**config.mk**
```make
export PLATFORM = sky130hd
export DESIGN_NAME = dmi_responder
export DESIGN_NICKNAME = d
export VERILOG_FILES = /design/src/rtl/dmi_responder.sv
export SDC_FILE = /design/constraint.sdc
export NUM_CORES = 1
export LEC_CHECK = 0
export ABC_AREA = 1
export CORE_ASPECT_RATIO = 0.6
export CORE_UTILIZATION = 42
export CTS_CLUSTER_DIAMETER = 60
export DETAILED_ROUTE_END_ITERATION = 16
export PLACE_DENSITY_LB_ADDON = 0.12
export REMOVE_ABC_BUFFERS = 1
export SYNTH_ARGS = -nofsm -noshare
export SYNTH_HDL_FRONTEND = slang
export SYNTH_SLANG_ARGS = --single-unit
```
**constraint.sdc**
```tcl
create_clock -name clk -period 1.4 [get_ports clk]
set_input_delay 0.42 -clock clk [delete_from_list [all_inputs] [get_ports clk]]
set_output_delay 0.42 -clock clk [all_outputs]
set_load 0.02 [all_outputs]
```
**src/rtl/dmi_responder.sv**
```systemverilog
// DMI responder: turns one-cycle DMI request strobes from the debug transport into
// held req/ack transactions on the debug-register bus, and reports per-operation and sticky status.
module dmi_responder #(
    parameter int AWIDTH  = 7,
    parameter int TIMEOUT = 255
) (
    input  logic              clk,
    input  logic              rst_n,
    input  logic              dmi_reg_en,
    input  logic              dmi_reg_wr_en,
    input  logic [AWIDTH-1:0] dmi_reg_addr,
    input  logic [31:0]       dmi_reg_wdata,
    input  logic              dmi_hard_reset,
    output logic [31:0]       dmi_reg_rdata,
    output logic [1:0]        rd_status,
    output logic [1:0]        dmi_stat,
    output logic              req_o,
    output logic              we_o,
    output logic [AWIDTH-1:0] addr_o,
    output logic [31:0]       wdata_o,
    input  logic              ack_i,
    input  logic              err_i,
    input  logic [31:0]       rdata_i
);

    localparam int            CW       = $clog2(TIMEOUT + 1);
    localparam logic [CW-1:0] CNT_LAST = CW'(TIMEOUT - 1);

    localparam logic [1:0] ST_OK   = 2'd0;
    localparam logic [1:0] ST_ERR  = 2'd2;
    localparam logic [1:0] ST_BUSY = 2'd3;

    typedef enum logic {IDLE, BUSY} state_t;

    state_t        state, state_nxt;
    logic [CW-1:0] cnt;
    logic [1:0]    res_status;

    logic accept, bus_ok, bus_err, timed_out, complete, overlap;

    always_comb begin
        // NOTE: every signal written here gets a default first, so no latches are inferred.
        state_nxt = state;
        accept    = 1'b0;
        bus_ok    = 1'b0;
        bus_err   = 1'b0;
        timed_out = 1'b0;
        overlap   = 1'b0;

        case (state)
            IDLE: begin
                accept = dmi_reg_en && (dmi_stat == ST_OK);
                if (accept) state_nxt = BUSY;
            end
            BUSY: begin
                // err_i beats ack_i; any bus completion beats the timeout in the same cycle.
                bus_err   = err_i;
                bus_ok    = ack_i && !err_i;
                timed_out = !ack_i && !err_i && (cnt == CNT_LAST);
                overlap   = dmi_reg_en;
                if (bus_err || bus_ok || timed_out) state_nxt = IDLE;
            end
            default: state_nxt = IDLE;
        endcase

        // Hard reset abandons everything, including a strobe arriving with it.
        if (dmi_hard_reset) begin
            state_nxt = IDLE;
            accept    = 1'b0;
            overlap   = 1'b0;
        end
    end

    assign complete  = bus_ok || bus_err || timed_out;
    assign rd_status = (state == BUSY) ? ST_BUSY : res_status;

    always_ff @(posedge clk or negedge rst_n) begin
        if (!rst_n) state <= IDLE;
        else        state <= state_nxt;
    end

    // NOTE: sequential state uses non-blocking assignments so every register samples pre-edge values.
    always_ff @(posedge clk or negedge rst_n) begin
        if (!rst_n) begin
            req_o         <= 1'b0;
            we_o          <= 1'b0;
            addr_o        <= '0;
            wdata_o       <= '0;
            dmi_reg_rdata <= '0;
            res_status    <= ST_OK;
            dmi_stat      <= ST_OK;
            cnt           <= '0;
        end else if (dmi_hard_reset) begin
            // Read data survives a hard reset; the debugger may still want it.
            req_o      <= 1'b0;
            res_status <= ST_OK;
            dmi_stat   <= ST_OK;
            cnt        <= '0;
        end else begin
            if (accept) begin
                req_o   <= 1'b1;
                we_o    <= dmi_reg_wr_en;
                addr_o  <= dmi_reg_addr;
                wdata_o <= dmi_reg_wdata;
                cnt     <= '0;
            end else if (complete) begin
                req_o <= 1'b0;
                cnt   <= '0;
                if (bus_ok) begin
                    res_status <= ST_OK;
                    if (!we_o) dmi_reg_rdata <= rdata_i;
                end else begin
                    res_status <= ST_ERR;
                end
            end else if (state == BUSY) begin
                cnt <= cnt + CW'(1);
            end

            if (overlap)
                dmi_stat <= ST_BUSY;
            else if ((bus_err || timed_out) && dmi_stat == ST_OK)
                dmi_stat <= ST_ERR;
        end
    end

endmodule

```
* After elaboration in Yosys (flattened, before gate mapping) *
Index checks and enable logic that the tools add are counted.

storage, ports and cells
  logic and storage cells = 62
  output and inout bits = 77
  input port bits = 78
  flip-flop bits (word level) = 86

operators by class
  bitwise gates (word level) = 4
  eq/ne operators = 2
  mux-type cells = 26
  $add $sub $neg = 1
  reductions and logical operators = 20

operators by type and width
  cell                                           number
  2-to-1 mux 8 bit                               4
  2-to-1 mux 2 bit                               8
  2-to-1 mux 1 bit                               13
  adder 8 x 1 -> 8 bit (second input constant)   1
  equality test 8 bit (second input constant)    1
  nonzero test 3 bit                             2
  logical AND 1 bit                              5
  logical OR 1 bit                               5
  AND reduction 5 bit                            1
  inverter 1 bit                                 4
  AND reduction 2 bit                            2
  nonzero test 4 bit                             1
  zero test 1 bit                                2
  zero test 2 bit                                1
  inequality test 2 bit (second input constant)  1
  case mux 1 bit (2 select lines)                1
  nonzero test 2 bit                             1

* Longest topological paths before layout *
Gate-level depths: netlist of run 1.

  word-level depth = 9
  mapped depth = 9
  mapped depth without buffers = 9

* Least setup slack after synthesis of run 1 *
Ideal clock, no wire load.

  kind = flip-flop to flip-flop
  from = register dmi_stat[1]
  to = register addr_o[0]
  setup time = 117 ps
  buffers on the path = 1
  required time = 1283 ps
  cell stages (with the launch flop) = 8
  period minus slack after synthesis = 1306 ps
  slack = 94 ps
  arrival = 1189 ps
  cell sequence = dfrtp_1 -> nor2_1 -> nand3_2 -> nor2_4 -> inv_2 -> buf_6 -> nand2_1 -> nand2_1

on the way
  cells in the longest elaborated chain, start to end = 5

ends and longest elaborated chain
  item                                  RTL line  source
  from (decl)                           16        output logic [1:0] dmi_stat,
  from (signal assigned)                91        dmi_stat <= ST_OK;
  from (signal assigned)                97        dmi_stat <= ST_OK;
  from (signal assigned)                120       dmi_stat <= ST_BUSY;
  zero test 2 bit                       52        accept = dmi_reg_en && (dmi_stat == ST_OK);
  logical AND 1 bit                     52
  2-to-1 mux 1 bit                      50        case (state)
  2-to-1 mux 1 bit                      67        if (dmi_hard_reset) begin
  AND reduction 2 bit (no source line)  --
  to (signal assigned)                  103       addr_o <= dmi_reg_addr;
  to (decl)                             19        output logic [AWIDTH-1:0] addr_o,

Every way passes these cells.
A chain may end at the register's enable or synchronous reset.

* Worst setup path in the final report of run 1 *
  from = register state
  to = register dmi_reg_rdata[28]

on the way
  cells in the longest elaborated chain, start to end = 4
  elaborated cells on any way between the ends = 9
  classes of those cells = 5 x mux; 1 x bitwise; 3 x reduce/logical

ends and longest elaborated chain
  item                                                                 RTL line  source
  from (decl)                                                          35        state_t state, state_nxt;
  from (signal assigned)                                               79        else state <= state_nxt;
  2-to-1 mux 1 bit                                                     50
  2-to-1 mux 1 bit or logical OR 1 bit (tied branches)                 67, 74
  inverter 1 bit (no source line) or logical OR 1 bit (tied branches)  --
  AND reduction 5 bit (no source line) *                               --
  to (signal assigned)                                                 111       if (!we_o) dmi_reg_rdata <= rdata_i;
  to (decl)                                                            14        output logic [31:0] dmi_reg_rdata,

Every way passes the cells marked *; elsewhere a longest branch is shown, timed or not.

==> metrics.md, run 1 <==
| Metric | Value |
|---|---|
| Routed WL per cell | `15.1 µm` |
| Worst reg2reg setup slack | `-0.05 ns` |
| # setup viols final | `33` |
| Ys Warns | `0` |
| Top_reg_cell synth | `dfrtp_1` |
| Hold Vio Cnt, Final | `0` |
| Sequential area share after synthesis | `between 50% and 60%` |
| CP max-delay cell | `dfrtp_2` |
| Area contributors post-synth | `dfrtp_1 59%, nand2_1 18%, o21ai_2 7.7%, inv_1 3.9%, buf_6 3.4%` |
| Vias per cell | `4.68` |
| Worst Tran Pin Value | `0.260 ns` |
| Post-synth top cells | `172 x nand2_1, 85 x dfrtp_1, 38 x inv_1, 32 x o21ai_2, 16 x nor2_1` |
| Vias | `3208` |
| Fill cell count | `617` |
| Syn-to-layout area delta | `61.5%` |
| Port bufs | `around 150` |
| Post-synth top area share | `58.5%` |
| HP Start | `dmi_reg_en` |
| CTS tree | `built` |
| Die area | `9040 µm²` |
| Cells after Synth | `just under 400` |
| Clk_skew | `0.00546 ns` |
| Initial DRT Pass Iterations | `4` |
| Synth cell types | `22` |
| CP Cell Sequence | `inv_4 -> buf_6 -> nor3_4 -> nand3_4 -> buf_12 -> clkbuf_16 -> nand2_4 -> o21ai_4` |
| Final Wtd Congestion | `0.754` |
| Initial Util | `between 40 and 50%` |
| Hold EP | `dmi_stat[0]$_DFFE_PN0P_` |
| Worst Path Required | `1.63 ns` |
| Deepest clock path buffer count | `2` |
| Setup TNS | `-1.00 ns` |
| Global-route wire length before repair | `13900 µm` |
| H-Tree Depth | `3` |
| Post-route minimum period | `1.45 ns` |
| Die Y | `74.0 µm` |
| Peak VDD IR | `968 µV` |
| CTS Root Cell | `clkbuf_16` |
| CTS buffer count | `9` |
| Outcome | `finished, violations left` |
| Vias in the first global route | `2777` |
| Slew margin rel. | `82.7%` |
| Top Ports | `~160` |
| Total global-route track usage | `20.3%` |
| Avg Cell Area, Syn | `9.36 µm²` |
| Overall Power | `9.05 mW` |
| R2r endpoint | `dmi_reg_rdata[28]$_DFFE_PN0P_` |
| Ys async rst share | `100%` |
| N_diodes | `0` |
| RSZ-0062 raised after global routing | `yes` |
| CP Max Fanout | `6` |
| Rows | `25` |
| Detailed-route wire length | `10300 µm` |
| Max incr delay on CP | `0.41 ns` |
| CP Class | `reg2reg` |
| Net count, final | `approximately 650` |
| CTS clock-pin slew for the worst setup and hold paths | `approximately 0.060 ns` |
| 1st-iter DRT viols | `143` |
| Final Cycle Share | `104%` |
| Failing checks | `setup timing` |
| Worst Hold Class | `in2reg` |
| Most instantiated library cell after synthesis | `nand2_1` |
| Pwr dens | `around 1500 nW/µm²` |
| Area of the mapped netlist | `3630 µm²` |
| Post-synth EDFFs | `0` |
| Die width | `122 µm` |
| Number of synthesized register bits | `85` |
| Fmax | `about 0.69 GHz` |
| Final WS setup | `-0.0497 ns` |
| Largest net degree at the start of global routing | `44` |
| Worst Setup End Kind | `register` |
| Leading area contributor after synthesis | `dfrtp_1` |
| WHS | `0.447 ns` |
| Logic depth of the worst register-to-register path | `8` |
| Clock tree sinks | `85` |
| CP startpoint kind | `register` |
| Core area | `8130 µm²` |
| Reg-to-reg critical path startpoint | `state$_DFF_PN0_` |
| Pre-CTS setup slack | `-0.425 ns` |
| Max_cap viols | `0` |
| Grt ovf | `0` |
| Detailed Place HPWL | `approximately 6300 µm` |
| Share of cells above drive strength 1 | `37.4%` |
| Critical Path AT | `1.68 ns` |
| Leak | `3.07 nW` |
| Hold depth | `3` |
| DRC | `0` |
| Post-DRT Antenna Nets | `0` |
| Initial antenna violation count | `0` |
| Final slew viol count | `0` |
| Clock latency on the worst-skew pair | `0.33 ns` |
==> cells by family (layout without fill, tap and decap cells) <==
logic type      after synthesis  in the layout  synth area share (%)
xor+xnor                      5              5                  1.21
fa+ha+maj                     2              2                 0.689
simple gates                198            198                  21.8
buf+inv                      57            247                  8.75
flops                        85             85                  58.5
compound gates               41             41                  9.02
==> stage by stage <==
step / cells / utilization, % / area [µm²]
finish: 686 / 72.2 / 5870
global placement: 654 / 66.0 / 5370
detailed placement: 654 / 66.0 / 5370
CTS: 673 / 68.1 / 5540
global route: 686 / 72.2 / 5870
floorplan: 372 / - / 3470
==> per-layer routing <==
metal | vias to the layer above | GRT usage, % | wire, µm
li1 | 1551 | - | -
met1 | 1530 | 28.3 | 4860
met2 | 113 | 30.6 | 4550
met3 | 14 | 5.75 | 754
met4 | 0 | 6.91 | 161
met5 | - | 0 | 0
==> worst max-delay path: cells and delay by family (launching register included) <==
| kind | cells | cell delay (ns) |
|---|---|---|
| flops | 1 | 0.41 |
| simple gates | 3 | 0.39 |
| compound gates | 1 | 0.05 |
| buf+inv | 4 | 0.50 |
==> state kept, by name, indices dropped and copies added, names as in the netlist <==
signal	count
req_o	1
dmi_stat	2
state	1
dmi_reg_rdata	32
we_o	1
wdata_o	32
cnt	8
res_status	1
addr_o	7
==> where the power goes <==
part	internal, mW	leakage (nW)	switching [mW]
logic	1.19	1.81	1.69
clock network	1.74	0.163	0.954
registers	3.05	1.09	0.416
==> placed cells by master (no fill, tap or decap), types with 4 or more instances in the layout <==
master,netlist,routed
nand2_4,0,16
buf_2,0,74
dfrtp_1,85,84
inv_1,38,36
o21ai_2,32,31
nand2_1,172,136
buf_4,5,15
nor2_1,16,12
nor2_2,0,4
nand2_2,0,20
clkbuf_16,0,15
a21oi_1,6,4
buf_12,0,8
buf_6,11,6
clkdlybuf4s50_1,0,72
==> how the worst max path moves through the flow <==
| stage | end | cells past startpoint | from | slack [ns] |
|---|---|---|---|---|
| 2_1_floorplan | addr_o[0]$_DFFE_PN0P_ | 6 | state$_DFF_PN0_ | -0.55 |
| 3_3_place_gp | dmi_reg_rdata[4]$_DFFE_PN0P_ | 7 | ack_i | -0.40 |
| 3_5_place_dp | dmi_reg_rdata[2]$_DFFE_PN0P_ | 7 | ack_i | -0.43 |
| 4_1_cts | rd_status[1] | 3 | state$_DFF_PN0_ | -0.06 |
| 5_1_grt | dmi_reg_rdata[28]$_DFFE_PN0P_ | 8 | state$_DFF_PN0_ | -0.11 |
| 6_report | dmi_reg_rdata[28]$_DFFE_PN0P_ | 8 | state$_DFF_PN0_ | -0.05 |
==> cell type report <==
cell class | instances | area (µm²) | share of cell area (%)
flip-flops and latches | 85 | 2130 | 36.3
repair buffers | 190 | 1690 | 28.9
multi-input cells | 246 | 1410 | 24.1
clock buffers | 10 | 229 | 3.90
inverters | 41 | 159 | 2.71
well taps | 108 | 135 | 2.30
clock inverters | 6 | 111 | 1.90
==> what timing repair did <==
item                                    4_1_cts  5_1_grt
endpoints found under the setup margin      113      111
hold buffers                                  1        0
setup buffers                                 3        3
pin swaps                                     3        7
cloned                                        0       10
hold endpoints to repair                      7        0
resized for setup                           288      106
Note: power is estimated with default switching activity, not from simulation.
==> inputs of run 2 (changes only) <==
PLACE_DENSITY = 0.83   (was not set)
PLACE_DENSITY_LB_ADDON = not set   (was 0.12)
==> run 2 against run 1 <==
Effect of this change:
- the run still ends with setup timing left
- critical path type unchanged
- critical path depth unchanged
- cell count shrank 0.58%
- clock skew about the same
- critical endpoint is now dmi_reg_rdata[19]$_DFFE_PN0P_
- sequential power hardly changed
- non-clock buffer count fell by 2
- clock power decreased by 15%
==> metrics.md, run 2 (same netlist as run 1, synthesis figures left out) <==
| Metric | Value |
|---|---|
| Final slew viol count | `0` |
| Met3 GRT Util | `8.90%` |
| Pwr dens | `1500 nW/µm²` |
| CP startpoint | `state$_DFF_PN0_` |
| Die area | `9040 µm²` |
| Max_cap viols | `0` |
| Leading cell types in the layout, fill and taps excluded | `152 x nand2_1, 84 x dfrtp_1, 74 x clkdlybuf4s50_1, 74 x buf_2, 37 x inv_1` |
| CTS buffer count | `9` |
| Critical Path AT | `1.65 ns` |
| Total global-route track usage | `22.1%` |
| Leak | `3.00 nW` |
| CTS tree | `built` |
| Internal power | `5.64 mW` |
| Vias in the first global route | `3024` |
| Worst Tran Pin Value | `0.267 ns` |
| Top Ports | `155` |
| # hold bufs at CTS | `0` |
| H-Tree Depth | `3` |
| Finished Cell Area | `about 5700 µm²` |
| Post-DRT Antenna Nets | `0` |
| Rows | `25` |
| # setup viols final | `41` |
| Sw Share | `between 30 and 40%` |
| Most used routing layer | `met2` |
| CTS Root Cell | `clkbuf_16` |
| N_diodes | `0` |
| Clk_skew | `around 0.0057 ns` |
| Deepest clock path buffer count | `2` |
| Final Cycle Share | `102%` |
| RSZ-0062 raised after global routing | `yes` |
| Final WS setup | `-0.0304 ns` |
| Combinational power share | `roughly 33%` |
| Initial Util | `44.7%` |
| Initial DRT Pass Iterations | `4` |
| R2r endpoint | `dmi_reg_rdata[19]$_DFFE_PN0P_` |
| Clock tree sinks | `85` |
| Net Switching | `2.97 mW` |
| CTS clock-pin slew for the worst setup and hold paths | `0.06 ns` |
| Slew margin rel. | `82.2%` |
| Worst Hold Class | `in2async` |
| Hold Vio Cnt, Final | `0` |
| Initial antenna violation count | `0` |
| Peak VDD IR | `approximately 1000 µV` |
| CP endpoint | `dmi_reg_rdata[19]$_DFFE_PN0P_` |
| Worst Path Required | `between 1.5 and 2 ns` |
| Detailed Place HPWL | `6280 µm` |
| Largest net degree at the start of global routing | `46` |
| Failing checks | `setup timing` |
| Outcome | `finished, violations left` |
| Placed inst area | `5330 µm²` |
| CP startpoint kind | `register` |
| Port bufs | `154` |
| Vias per cell | `~4.6` |
| Clk pwr share | `26.6%` |
| Worst Setup End Kind | `register` |
| Detailed-route wire length | `10500 µm` |
| Logic depth of the worst register-to-register path | `8` |
| CP Class | `reg2reg` |
| Final Wtd Congestion | `about 0.78` |
| Regs by FF count | `dmi_reg_rdata: 32 flops, wdata_o: 32 flops, cnt: 8 flops` |
| Syn-to-layout area delta | `57.8%` |
| Fmax | `about 0.70 GHz` |
| 1st-iter DRT viols | `roughly 170` |
| Core area | `8130 µm²` |
| GRT met1 Usage | `28.8%` |
| Non-Filler Instances | `682` |
| Share of cells above drive strength 1 | `about a third` |
| M2 GR Usage | `34.1%` |
| Seq pwr share | `40.1%` |
| Post-route minimum period | `between 1 and 1.5 ns` |
| Setup TNS | `-0.430 ns` |
| Net count, final | `651` |
| Vias | `3141` |
| DRC | `0` |
| Die Y | `around 74 µm` |
| Commonest non-fill, non-tap cell in the layout | `nand2_1` |
| Routed WL per cell | `15.4 µm` |
| Die width | `122 µm` |
| Reg-to-reg critical path startpoint | `state$_DFF_PN0_` |
| Worst reg2reg setup slack | `-0.03 ns` |
| Overall Power | `around 8.6 mW` |
| Clock latency on the worst-skew pair | `0.33 ns` |
| Global-route wire length before repair | `approximately 15000 µm` |
| Placed cells | `650` |
| CP Max Fanout | `8` |
| Grt ovf | `0` |
## run 2: cell count changes in the layout (fill, tap and decap cells not counted), sizes merged
cell	change
clkdlybuf4s50	+2
dlygate4sd3	-1
clkinv	-1
clkbuf	+1
buf	-1
bufinv	-2
dlymetal6s2s	-3
bufbuf	+1
dlygate4sd2	+1
clkinvlp	-1
## run 2: worst min path at each step
stage / to / slack [ns] / cells after the start
after global placement: res_status[1]$_DFFE_PN0P_ / 0.42 / 2
after global routing: dmi_reg_rdata[29]$_DFFE_PN0P_ / 0.08 / 2
after CTS: res_status[1]$_DFFE_PN0P_ / 0.06 / 2
after detailed placement: res_status[1]$_DFFE_PN0P_ / 0.42 / 2
after floorplan: addr_o[0]$_DFFE_PN0P_ / 0.12 / 0
final: res_status[1]$_DFFE_PN0P_ / 0.07 / 2
## run 2: stage by stage
step / hold WS, ns / util (%) / setup WS, ns
floorplan: 0.124 / - / -0.549
finish: 0.0676 / 70.5 / -0.0304
global placement: 0.418 / 65.5 / -0.447
CTS: 0.0636 / 68.8 / -0.0560
detailed placement: 0.421 / 65.5 / -0.503
global route: 0.0791 / 70.5 / -0.0875
## run 2: layout make-up
cell class	instances	area (µm²)
clock inverter	2	35.0
timing repair buffer	188	1680
clock buffer	12	246
tap	108	135
multi-input combinational	246	1350
inverter	41	159
fill	650	2400
sequential	85	2130
## run 2: repair_timing
action / 4_1_cts / 5_1_grt
gates resized for setup: 312 / 58
cloned: 3 / 7
endpoints found under the setup margin: 158 / 110
pin swaps: 5 / 5
buffers inserted: 5 / 4
## run 2: critical path: stages (launching register included)
cell	delay (ns)
dfrtp_2	0.41
inv_4	0.04
buf_6	0.12
nor3_4	0.17
nand3_4	0.13
buf_6	0.16
clkbuf_16	0.18
nand2_4	0.06
o21ai_2	0.05
## run 2: power groups by stage
stage / clock [mW] / sequential [mW] / combinational [mW]
after CTS: 2.35 / 3.41 / 2.82
after global placement: 0 / 3.40 / 3.13
after global routing: 2.45 / 3.54 / 3.09
final: 2.29 / 3.46 / 2.86
after floorplan: 0 / 4.14 / 0.698
after detailed placement: 0 / 3.42 / 3.19
## run 2: metal layers
metal	vias to the layer above	share of wire, %
li1	1541	-
met1	1465	46
met2	131	44
met3	4	9.6
met4	0	0.65
met5	-	0
